### config.mk
export PLATFORM = sky130hd
export DESIGN_NAME = ram_port_arbiter_flat
export DESIGN_NICKNAME = d
export VERILOG_FILES = /design/src/rtl/sap2_pkg.sv /design/src/rtl/ram_port_arbiter_if.sv /design/src/rtl/sat_counter.sv /design/src/rtl/ram_port_arbiter.sv /design/src/flat_wrapper.sv
export SDC_FILE = /design/constraint.sdc
export NUM_CORES = 1
export LEC_CHECK = 0
export BUFFER_PORTS_ARGS = -buffer_cell sky130_fd_sc_hd__buf_2
export CAP_MARGIN = 30
export CORE_ASPECT_RATIO = 0.9
export CORE_MARGIN = 1
export CORE_UTILIZATION = 40
export DETAILED_ROUTE_END_ITERATION = 8
export PLACE_DENSITY_LB_ADDON = 0.15
export SETUP_SLACK_MARGIN = 0.05
export SLEW_MARGIN = 20
export SYNTH_ARGS = -nofsm -noshare
export SYNTH_HDL_FRONTEND = slang
export SYNTH_SLANG_ARGS = --single-unit
export TNS_END_PERCENT = 10
### constraint.sdc
create_clock -name clk -period 2.5 [get_ports clk]
set_input_delay 0.25 -clock clk [delete_from_list [all_inputs] [get_ports clk]]
set_output_delay 0.25 -clock clk [all_outputs]
set_load 0.01 [all_outputs]
### src/rtl/sap2_pkg.sv
// Shared definitions for the RAM port arbiter: ownership state encodings
// and the width of the loader burst counter.
package sap2_pkg;

   localparam logic [1:0] CPU_OWN = 2'd0;
   localparam logic [1:0] LD_OWN  = 2'd1;
   localparam logic [1:0] LD_RESP = 2'd2;

   localparam int unsigned BURST_CNT_WIDTH = 8;

endpackage

### src/rtl/ram_port_arbiter_if.sv
// Loader request/response handshake into the RAM port arbiter.
interface ram_port_arbiter_if #(
   parameter int unsigned ADDRESS_WIDTH = 16,
   parameter int unsigned RAM_WIDTH     = 16
);

   logic                     i_ld_req;
   logic                     i_ld_we;
   logic [ADDRESS_WIDTH-1:0] i_ld_addr;
   logic [RAM_WIDTH-1:0]     i_ld_wdata;
   logic                     o_ld_gnt;
   logic                     o_ld_rvalid;
   logic [RAM_WIDTH-1:0]     o_ld_rdata;

   modport slave (
      input  i_ld_req, i_ld_we, i_ld_addr, i_ld_wdata,
      output o_ld_gnt, o_ld_rvalid, o_ld_rdata
   );

   modport master (
      output i_ld_req, i_ld_we, i_ld_addr, i_ld_wdata,
      input  o_ld_gnt, o_ld_rvalid, o_ld_rdata
   );

endinterface

### src/rtl/sat_counter.sv
// Saturating up-counter with synchronous clear; clear wins over increment.
module sat_counter #(
   parameter int unsigned WIDTH = 16
) (
   input  logic             clk,
   input  logic             rst_n,
   input  logic             inc,
   input  logic             clr,
   output logic [WIDTH-1:0] count
);

   always_ff @(posedge clk or negedge rst_n) begin
      if (!rst_n) begin
         count <= '0;
      end else if (clr) begin
         count <= '0;
      end else if (inc && (count != '1)) begin
         count <= count + {{(WIDTH-1){1'b0}}, 1'b1};
      end
   end

endmodule

### src/rtl/ram_port_arbiter.sv
// Shares one RAM port between a stepping CPU and a bulk loader; CPU steps
// swallowed while the loader owns the RAM are deferred (one) or counted.
module ram_port_arbiter
   import sap2_pkg::*;
#(
   parameter int unsigned ADDRESS_WIDTH   = 16,
   parameter int unsigned RAM_WIDTH       = 16,
   parameter int unsigned MAX_BURST       = 4,
   parameter int unsigned STALL_CNT_WIDTH = 16
) (
   input  logic                       clk,
   input  logic                       rst_n,
   input  logic                       i_clk_en,
   output logic                       o_clk_en,
   input  logic                       i_halt,
   input  logic [ADDRESS_WIDTH-1:0]   i_cpu_addr,
   input  logic                       i_cpu_we,
   input  logic [RAM_WIDTH-1:0]       i_cpu_wdata,
   ram_port_arbiter_if.slave          ld,
   output logic [ADDRESS_WIDTH-1:0]   o_ram_addr,
   output logic                       o_ram_we,
   output logic [RAM_WIDTH-1:0]       o_ram_wdata,
   input  logic [RAM_WIDTH-1:0]       i_ram_rdata,
   input  logic                       i_stall_clr,
   output logic [STALL_CNT_WIDTH-1:0] o_stall_cnt,
   output logic                       o_busy
);

   localparam logic [BURST_CNT_WIDTH-1:0] MAX_B = MAX_BURST[BURST_CNT_WIDTH-1:0];

   logic [1:0]                 state;
   logic [1:0]                 state_nxt;
   logic                       pend;
   logic                       lockout;
   logic [BURST_CNT_WIDTH-1:0] burst_cnt;
   logic                       cpu_own;
   logic                       ld_own;
   logic                       ld_resp;
   logic                       swallow;
   logic                       accept;
   logic                       burst_left;
   logic                       lock_set;

   assign cpu_own    = (state == CPU_OWN);
   assign ld_own     = (state == LD_OWN);
   assign ld_resp    = (state == LD_RESP);
   assign o_clk_en   = cpu_own & (i_clk_en | pend);
   assign swallow    = ~cpu_own & i_clk_en;
   assign accept     = ld_own & ld.i_ld_req;
   assign burst_left = (burst_cnt < MAX_B) | i_halt;
   // Lockout only when the loader wanted more but the burst ran out.
   assign lock_set   = ld_resp & ld.i_ld_req & ~burst_left;

   always_comb begin
      state_nxt = state;
      case (state)
         CPU_OWN: if (ld.i_ld_req && !lockout) state_nxt = LD_OWN;
         LD_OWN:  state_nxt = ld.i_ld_req ? LD_RESP : CPU_OWN;
         LD_RESP: state_nxt = (ld.i_ld_req && burst_left) ? LD_OWN : CPU_OWN;
         default: state_nxt = CPU_OWN;
      endcase
   end

   always_comb begin
      o_ram_addr  = i_cpu_addr;
      o_ram_wdata = i_cpu_wdata;
      o_ram_we    = 1'b0;
      if (cpu_own) begin
         o_ram_we = i_cpu_we & o_clk_en & rst_n;
      end else if (ld_own) begin
         o_ram_addr  = ld.i_ld_addr;
         o_ram_wdata = ld.i_ld_wdata;
         o_ram_we    = ld.i_ld_we & ld.i_ld_req;
      end
   end

   assign ld.o_ld_gnt    = accept;
   assign ld.o_ld_rvalid = ld_resp;
   assign ld.o_ld_rdata  = i_ram_rdata;
   assign o_busy         = ~cpu_own;

   always_ff @(posedge clk or negedge rst_n) begin
      if (!rst_n) begin
         state     <= CPU_OWN;
         pend      <= 1'b0;
         lockout   <= 1'b0;
         burst_cnt <= '0;
      end else begin
         state <= state_nxt;
         if (o_clk_en)     pend <= 1'b0;
         else if (swallow) pend <= 1'b1;
         if (o_clk_en)      lockout <= 1'b0;
         else if (lock_set) lockout <= 1'b1;
         if (state_nxt == CPU_OWN)              burst_cnt <= '0;
         else if (accept && (burst_cnt != '1))  burst_cnt <= burst_cnt + 1'b1;
      end
   end

   sat_counter #(
      .WIDTH(STALL_CNT_WIDTH)
   ) u_stall_cnt (
      .clk  (clk),
      .rst_n(rst_n),
      .inc  (swallow & pend),
      .clr  (i_stall_clr),
      .count(o_stall_cnt)
   );

endmodule

### src/flat_wrapper.sv
// flat-port wrapper written by rule: the top's interface ports become plain ports
module ram_port_arbiter_flat import sap2_pkg::*;
#(
   parameter int unsigned ADDRESS_WIDTH   = 16,
   parameter int unsigned RAM_WIDTH       = 16,
   parameter int unsigned MAX_BURST       = 4,
   parameter int unsigned STALL_CNT_WIDTH = 16
)
  (clk, rst_n, i_clk_en, o_clk_en, i_halt, i_cpu_addr, i_cpu_we, i_cpu_wdata, o_ram_addr, o_ram_we, o_ram_wdata, i_ram_rdata, i_stall_clr, o_stall_cnt, o_busy, ld_i_ld_req, ld_i_ld_we, ld_i_ld_addr, ld_i_ld_wdata, ld_o_ld_gnt, ld_o_ld_rvalid, ld_o_ld_rdata);
  ram_port_arbiter_if #(.ADDRESS_WIDTH(ADDRESS_WIDTH), .RAM_WIDTH(RAM_WIDTH)) ld_i ();
  input  logic clk;
  input  logic rst_n;
  input  logic i_clk_en;
  output logic o_clk_en;
  input  logic i_halt;
  input  logic [ADDRESS_WIDTH-1:0] i_cpu_addr;
  input  logic i_cpu_we;
  input  logic [RAM_WIDTH-1:0] i_cpu_wdata;
  output logic [ADDRESS_WIDTH-1:0] o_ram_addr;
  output logic o_ram_we;
  output logic [RAM_WIDTH-1:0] o_ram_wdata;
  input  logic [RAM_WIDTH-1:0] i_ram_rdata;
  input  logic i_stall_clr;
  output logic [STALL_CNT_WIDTH-1:0] o_stall_cnt;
  output logic o_busy;
  input wire logic [$bits(ld_i.i_ld_req)-1:0] ld_i_ld_req;
  input wire logic [$bits(ld_i.i_ld_we)-1:0] ld_i_ld_we;
  input wire logic [$bits(ld_i.i_ld_addr)-1:0] ld_i_ld_addr;
  input wire logic [$bits(ld_i.i_ld_wdata)-1:0] ld_i_ld_wdata;
  output wire logic [$bits(ld_i.o_ld_gnt)-1:0] ld_o_ld_gnt;
  output wire logic [$bits(ld_i.o_ld_rvalid)-1:0] ld_o_ld_rvalid;
  output wire logic [$bits(ld_i.o_ld_rdata)-1:0] ld_o_ld_rdata;
  assign ld_i.i_ld_req = ld_i_ld_req;
  assign ld_i.i_ld_we = ld_i_ld_we;
  assign ld_i.i_ld_addr = ld_i_ld_addr;
  assign ld_i.i_ld_wdata = ld_i_ld_wdata;
  assign ld_o_ld_gnt = ld_i.o_ld_gnt;
  assign ld_o_ld_rvalid = ld_i.o_ld_rvalid;
  assign ld_o_ld_rdata = ld_i.o_ld_rdata;
  ram_port_arbiter #(.ADDRESS_WIDTH(ADDRESS_WIDTH), .RAM_WIDTH(RAM_WIDTH), .MAX_BURST(MAX_BURST), .STALL_CNT_WIDTH(STALL_CNT_WIDTH)) u_core (.clk(clk), .rst_n(rst_n), .i_clk_en(i_clk_en), .o_clk_en(o_clk_en), .i_halt(i_halt), .i_cpu_addr(i_cpu_addr), .i_cpu_we(i_cpu_we), .i_cpu_wdata(i_cpu_wdata), .ld(ld_i), .o_ram_addr(o_ram_addr), .o_ram_we(o_ram_we), .o_ram_wdata(o_ram_wdata), .i_ram_rdata(i_ram_rdata), .i_stall_clr(i_stall_clr), .o_stall_cnt(o_stall_cnt), .o_busy(o_busy));
endmodule
==> results.yml, run 1 <==
floorplanning:
  core_area_mm2: 0.00492
  die_width_um: 77.8
  pin_count: 157
  number_of_placement_rows: 24
  initial_core_util: 0.420
  dieArea_mm2: 0.00547
  die_h_um: 70.3
critical_path:
  timing.rr.end: "u_core.u_stall_cnt.count[10]$_DFFE_PN0P_"
  crit_path_top_delay_cell: "sky130_fd_sc_hd__dfrtp_1"
  setup.worst_path.end_class: "output port"
  cp_cell_sequence: "nor2b_2 -> buf_4 -> mux2_2 -> buf_2"
  worstPathArrival_ns: 1.88
  setup.worst_path.class: "flop to output port"
  timing.rr.start: "u_core.u_stall_cnt.count[0]$_DFFE_PN0P_"
  max_stage_delay_ns: 0.48
  crit_path_start: "u_core.state[0]$_DFF_PN0_"
  r2r.worst_path.cells: 5
  element_type_at_the_critical_path_start: "flop"
  cp_max_fo: 32
  cp.buffers_inverters: 2
  worst_ep_required_time_ns: 2.25
  setup.reg_to_reg.worst_slack_ns: 0.50
  timing.critical_path.max_delay_family: "buffers and inverters"
logic_synthesis:
  postSynthNetCount: 308
  mappedNetlistArea_mm2: 0.00207
  ys_ff_latch: 28
  synth.yosys.warnings: 0
  syn-instance-count: 218
  syn_avg_cell_area_um2: 9.50
  synth-seq-area-share: 0.338
  synth_cell_type_count: 45
timing:
  finalHoldViolCount: 0
  timing.final.max_slew_violations: 0
  maxClockFrequency_ghz: 0.470
  fin_tns_setup_ns: 0
  slew_headroom: 0.610
  postLayoutSetupSlackWorst_ns: 0.374
  setup-violations-final: 0
  final.min_clock_period_ns: 2.13
  final_cycle_utilization_of_the_critical_path: 0.850
  worst_slew_pin_slew_ns: 0.581
  rsz0062_at_grt: "false"
  finClkSkew_ns: 0.00500
clock_tree:
  cts_hold_bufs: 0
  post-cts-setup-buffers: 0
  cts_made_buffers: 3
  htree_num_levels: 1
  clk_pin_slew_worst_paths_ns: 0.10
  clock_tree.buffer_depth: 2
  resized_after_cts: 0
  clk_root_buffer_cell: "sky130_fd_sc_hd__clkbuf_8"
  clock_latency_late_sink_ns: 0.29
  cts_tree: "yes"
  clock_sink_count: 28
final_layout:
  antenna_cells: 0
  drive_gt1_frac: 0.526
  syn_to_final_growth_pct: 30.7
  final_net_count: 414
  fillerInstances: 470
global_routing:
  globalRouteOverflowTotal: 0
  grt_pass1_vias: 1919
  global_route_usage_over_all_layers: 0.227
  global_route_wire_length_before_repair_um: 9630
  grt_max_degree: 33
  antenna_violations_before_repair: 0
placement:
  dp_hpwl_um: 4830
  portBuffers: 124
  finalWeightedCongestion: 0.801
  dp_worst_setup_slack_ns: 0.533
power:
  total_leakage_power_uw: 0.00131
  power_per_cell_area_mw_per_mm2: 430
  vdd_ir_drop_max_v: 0.000224
flow_run:
  max_cap_viol_count: 0
drt:
  drt_first_pass_iters: 4
  route.vias.total: 2081
  route.antenna.remaining_nets: 0
  wirelength_um: 6260
  drt-wirelength-per-cell_um: 16.1
  detail_route.drc_violations: 0
  avgViaCountPerCell: 5.36
  drt-initial-drc-count: 71
status:
  outcome: "finished, final reports clean"
worst_hold_path:
  holdCritPathClass: "input port to async pin"
## stage by stage
step	cell area (µm²)	total power [µW]	hold WS, ns	instances	utilization
finish	2710	1160	0.00444	388	0.550
global route	2710	1210	0.0319	388	0.550
CTS	2710	1170	0.0270	388	0.550
detailed placement	2640	805	0.347	384	0.535
global placement	2640	801	0.342	384	0.535
floorplan	2070	677	-0.0456	218	-
## flip-flops by register name (all words and copies together) (netlist names)
register	count
u_core.state	2
u_core.burst_cnt	8
u_core.pend	1
u_core.u_stall_cnt.count	16
u_core.lockout	1
## power breakdown
part | switching, µW | internal [µW]
sequential | 11.6 | 462
clock | 153 | 215
combinational | 160 | 162
## kinds of logic after synthesis
family                   share of synthesized area
flip-flops                                   0.338
AO/OA/AOI/OAI                                0.149
AND/OR/NAND/NOR                              0.215
multiplexers                                 0.179
XOR/XNOR                                    0.0169
adder cells (fa/ha/maj)                     0.0121
buffers and inverters                       0.0894
## Yosys cell counts (all sizes together)
cell type / count / share of area
o2111ai: 2 / 0.0085
o211ai: 3 / 0.013
a31oi: 1 / 0.0030
a21oi: 18 / 0.044
buf: 21 / 0.068
o21ai: 7 / 0.017
o2bb2ai: 1 / 0.0042
and3: 4 / 0.012
nor3: 2 / 0.0048
o21bai: 1 / 0.0036
and2: 1 / 0.0030
o21a: 1 / 0.0036
nand4: 5 / 0.022
mux2: 33 / 0.18
o41ai: 2 / 0.0085
xor2: 4 / 0.017
nor2: 14 / 0.025
and3b: 2 / 0.0085
nand3: 9 / 0.024
nand3b: 1 / 0.0036
o22ai: 1 / 0.0030
nor4: 2 / 0.013
clkbuf: 5 / 0.0091
nand2: 7 / 0.013
ha: 2 / 0.012
clkdlybuf4s25: 1 / 0.0048
or4: 10 / 0.037
inv: 4 / 0.0072
dfrtp: 28 / 0.34
or3: 7 / 0.021
and4: 1 / 0.0042
nor2b: 5 / 0.015
o31ai: 10 / 0.036
or2: 1 / 0.0030
a32o: 1 / 0.0048
nand4b: 1 / 0.0042
## cells in the final DEF (no fill, tap or decap), types with 2 or more instances in the layout
cell type,count
sky130_fd_sc_hd__a21oi_1,18
sky130_fd_sc_hd__and3_1,4
sky130_fd_sc_hd__and3b_1,2
sky130_fd_sc_hd__buf_2,124
sky130_fd_sc_hd__buf_4,4
sky130_fd_sc_hd__clkbuf_8,3
sky130_fd_sc_hd__dfrtp_1,28
sky130_fd_sc_hd__ha_1,2
sky130_fd_sc_hd__inv_1,4
sky130_fd_sc_hd__mux2_2,32
sky130_fd_sc_hd__nand2_1,7
sky130_fd_sc_hd__nand3_1,8
sky130_fd_sc_hd__nand4_1,4
sky130_fd_sc_hd__nor2_1,14
sky130_fd_sc_hd__nor2b_1,4
sky130_fd_sc_hd__nor3_1,2
sky130_fd_sc_hd__o2111ai_1,2
sky130_fd_sc_hd__o211ai_1,2
sky130_fd_sc_hd__o21ai_0,6
sky130_fd_sc_hd__o31ai_1,10
sky130_fd_sc_hd__o41ai_1,2
sky130_fd_sc_hd__or3_1,7
sky130_fd_sc_hd__or4_1,9
sky130_fd_sc_hd__xor2_1,4
## worst reg2reg max path, cell delays in order (launching register included)
cell,delay [ns]
sky130_fd_sc_hd__dfrtp_1,0.42
sky130_fd_sc_hd__ha_1,0.23
sky130_fd_sc_hd__nand2_1,0.10
sky130_fd_sc_hd__or3_1,0.48
sky130_fd_sc_hd__or4_1,0.52
sky130_fd_sc_hd__a21oi_1,0.17
## cell type report
cell class / count / area (µm²) / share of cell area
Clock buffer: 3 / 41.3 / 0.0153
Clock inverter: 1 / 30.0 / 0.0111
Inverter: 4 / 15.0 / 0.00555
Multi-Input combinational cell: 159 / 1190 / 0.439
Sequential cell: 28 / 701 / 0.259
Tap cell: 65 / 81.3 / 0.0301
Timing Repair Buffer: 128 / 651 / 0.240
## worst max path at each step
stage | to | slack, ns | cells past startpoint
6_report | o_ram_addr[2] | 0.37 | 4
5_1_grt | o_ram_addr[2] | 0.30 | 4
4_1_cts | o_ram_addr[2] | 0.40 | 4
3_5_place_dp | u_core.u_stall_cnt.count[2]$_DFFE_PN0P_ | 0.53 | 5
3_3_place_gp | u_core.u_stall_cnt.count[2]$_DFFE_PN0P_ | 0.57 | 5
2_1_floorplan | u_core.u_stall_cnt.count[2]$_DFFE_PN0P_ | 0.59 | 5
## metal layers
layer  wire (µm)  part of all wire  vias to the layer above  GRT usage
li1            -                 -                     1017          -
met1        2720              0.43                      970      0.298
met2        3100              0.50                       89      0.389
met3         371             0.059                        5     0.0301
met4          65             0.010                        0     0.0671
met5           0                 0                        -          0
No activity file was read; power rests on OpenSTA's default activity.
==> inputs of run 2 (changes only) <==
- CORE_UTILIZATION: 40 -> 44
- GPL_TIMING_DRIVEN: default -> 0
- clock period: 2.5 -> 2.7 ns (I/O delays scaled with it)
==> results.yml, run 2 (synthesized netlist as in run 1, its figures left out) <==
critical_path:
  worstPathArrival_ns: 2.15
  setup.reg_to_reg.worst_slack_ns: 0.68
  cp.buffers_inverters: 3
  r2r.worst_path.cells: 6
  max_stage_delay_ns: 0.47
  timing.rr.start: "u_core.u_stall_cnt.count[0]$_DFFE_PN0P_"
  setup.worst_path.class: "flop to output port"
  cp_max_fo: 10
  cp_cell_sequence: "nor2b_1 -> clkbuf_1 -> buf_1 -> mux2_2 -> buf_2"
  timing.critical_path.max_delay_family: "buffers and inverters"
  setup.worst_path.end_class: "output port"
  element_type_at_the_critical_path_start: "flop"
  timing.rr.end: "u_core.u_stall_cnt.count[8]$_DFFE_PN0P_"
  crit_path_top_delay_cell: "sky130_fd_sc_hd__buf_1"
  worst_ep_required_time_ns: 2.43
clock_tree:
  clock_tree.buffer_depth: 2
  resized_after_cts: 0
  post-cts-setup-buffers: 0
  htree_num_levels: 1
  clk_root_buffer_cell: "sky130_fd_sc_hd__clkbuf_8"
  cts_made_buffers: 3
  cts_hold_bufs: 0
  cts_tree: "yes"
  clock_latency_late_sink_ns: 0.28
  clock_sink_count: 28
  clk_pin_slew_worst_paths_ns: 0.09
final_layout:
  final_net_count: 452
  fin_util: 0.646
  layout_common_cells: "sky130_fd_sc_hd__buf_2 (141), sky130_fd_sc_hd__mux2_2 (32), sky130_fd_sc_hd__dfrtp_1 (28), sky130_fd_sc_hd__a21oi_1 (18), sky130_fd_sc_hd__buf_4 (16)"
  syn_to_final_growth_pct: 40.0
  fillerInstances: 399
  most_common_cell_after_layout_fill_and_taps_aside: "sky130_fd_sc_hd__buf_2"
  flip_flop_count_of_the_largest_register_after_layout: 16
  final_area_mm2: 0.00290
  layout_top_registers: "u_core.u_stall_cnt.count x16, u_core.burst_cnt x8, u_core.state x2"
  drive_gt1_frac: 0.551
  antenna_cells: 0
  largest-register: "u_core.u_stall_cnt.count"
drt:
  avgViaCountPerCell: 5.30
  route.antenna.remaining_nets: 0
  drt-wirelength-per-cell_um: 14.6
  drt_first_pass_iters: 4
  route.vias.total: 2242
  drt-initial-drc-count: 81
  wirelength_um: 6170
  detail_route.drc_violations: 0
timing:
  setup-violations-final: 0
  hold_slack_ns: -0.00136
  final.min_clock_period_ns: 2.42
  worst_slew_pin_slew_ns: 0.645
  timing.final.max_slew_violations: 0
  finClkSkew_ns: 0.00385
  slew_headroom: 0.570
  fin_tns_setup_ns: 0
  maxClockFrequency_ghz: 0.413
  rsz0062_at_grt: "false"
  final_cycle_utilization_of_the_critical_path: 0.898
  finalHoldViolCount: 2
floorplanning:
  pin_count: 157
  die_h_um: 67.1
  dieArea_mm2: 0.00498
  initial_core_util: 0.461
  number_of_placement_rows: 23
  core_area_mm2: 0.00449
  die_width_um: 74.3
power:
  vdd_ir_drop_max_v: 0.000284
  total_leakage_power_uw: 0.00144
  design_power_total_uw: 1040
  power_per_cell_area_mw_per_mm2: 358
global_routing:
  globalRouteOverflowTotal: 0
  grt_max_degree: 30
  grt_pass1_vias: 1968
  global_route_wire_length_before_repair_um: 9040
  grt_util_met1: 0.308
  antenna_violations_before_repair: 0
  globalRouteMet2Util: 0.423
  groute.layer.met3.usage: 0.0363
  grt-busiest-layer: "met2"
  global_route_usage_over_all_layers: 0.241
status:
  violations: "hold timing"
  outcome: "finished with violations"
placement:
  placed_area_mm2: 0.00284
  finalWeightedCongestion: 0.810
  dp_hpwl_um: 4920
  portBuffers: 139
worst_hold_path:
  holdCritPathClass: "input port to async pin"
flow_run:
  max_cap_viol_count: 0
run 2: cell count changes in the layout (fill, tap and decap cells not counted):
cell and change:
sky130_fd_sc_hd__clkbuf_8 +1, sky130_fd_sc_hd__clkdlybuf4s25_2 +1, sky130_fd_sc_hd__nor2b_2 -1, sky130_fd_sc_hd__bufinv_16 -1
sky130_fd_sc_hd__buf_4 +12, sky130_fd_sc_hd__buf_1 +3, sky130_fd_sc_hd__nor2b_1 +1, sky130_fd_sc_hd__clkbuf_1 +5
sky130_fd_sc_hd__buf_2 +17
run 2: metal layers:
layer | wire [µm] | part of all wire
met4 | 65 | 0.011
met3 | 381 | 0.062
met5 | 0 | 0
met2 | 3160 | 0.51
met1 | 2570 | 0.42
run 2: worst register-to-register path: cells and delay by family, from the launching register on:
kind / cells / cell delay (ns)
AOI/OAI and AO/OA: 1 / 0.15
DFF: 1 / 0.44
buffers and inverters: 1 / 0.17
and+or+nand+nor: 3 / 0.94
adders and majority gates: 1 / 0.25
run 2: power breakdown:
part / internal [µW] / total [µW] / switching, µW
clock: 131 / 268 / 137
sequential: 428 / 438 / 10.4
combinational: 172 / 332 / 161
total: 731 / 1040 / 308
run 2: how the worst max path moves through the flow:
stage,from,to,slack (ns),cells past startpoint
after CTS,u_core.state[0]$_DFF_PN0_,o_ram_addr[1],0.25,5
after floorplan,u_core.u_stall_cnt.count[0]$_DFFE_PN0P_,u_core.u_stall_cnt.count[2]$_DFFE_PN0P_,0.79,5
after global routing,u_core.state[0]$_DFF_PN0_,o_ram_addr[8],0.12,5
final,u_core.state[0]$_DFF_PN0_,o_ram_addr[1],0.28,5
after detailed placement,u_core.state[0]$_DFF_PN0_,o_ram_addr[1],0.57,5
after global placement,u_core.state[0]$_DFF_PN0_,o_ram_addr[1],0.60,5
run 2: metrics by stage:
step / setup WS [ns] / std cells
finish: 0.277 / 423
global route: 0.122 / 423
CTS: 0.247 / 423
detailed placement: 0.574 / 419
global placement: 0.600 / 419
floorplan: 0.792 / 218
run 2: final cells by class:
class	instances	area [µm²]	area share
clock buffers	4	55.1	0.0190
well taps	62	77.6	0.0268
multi-input cells	159	1180	0.409
plain buffers	27	170	0.0587
inverters	4	15.0	0.00518
flip-flops and latches	28	701	0.242
repair buffers	139	696	0.240
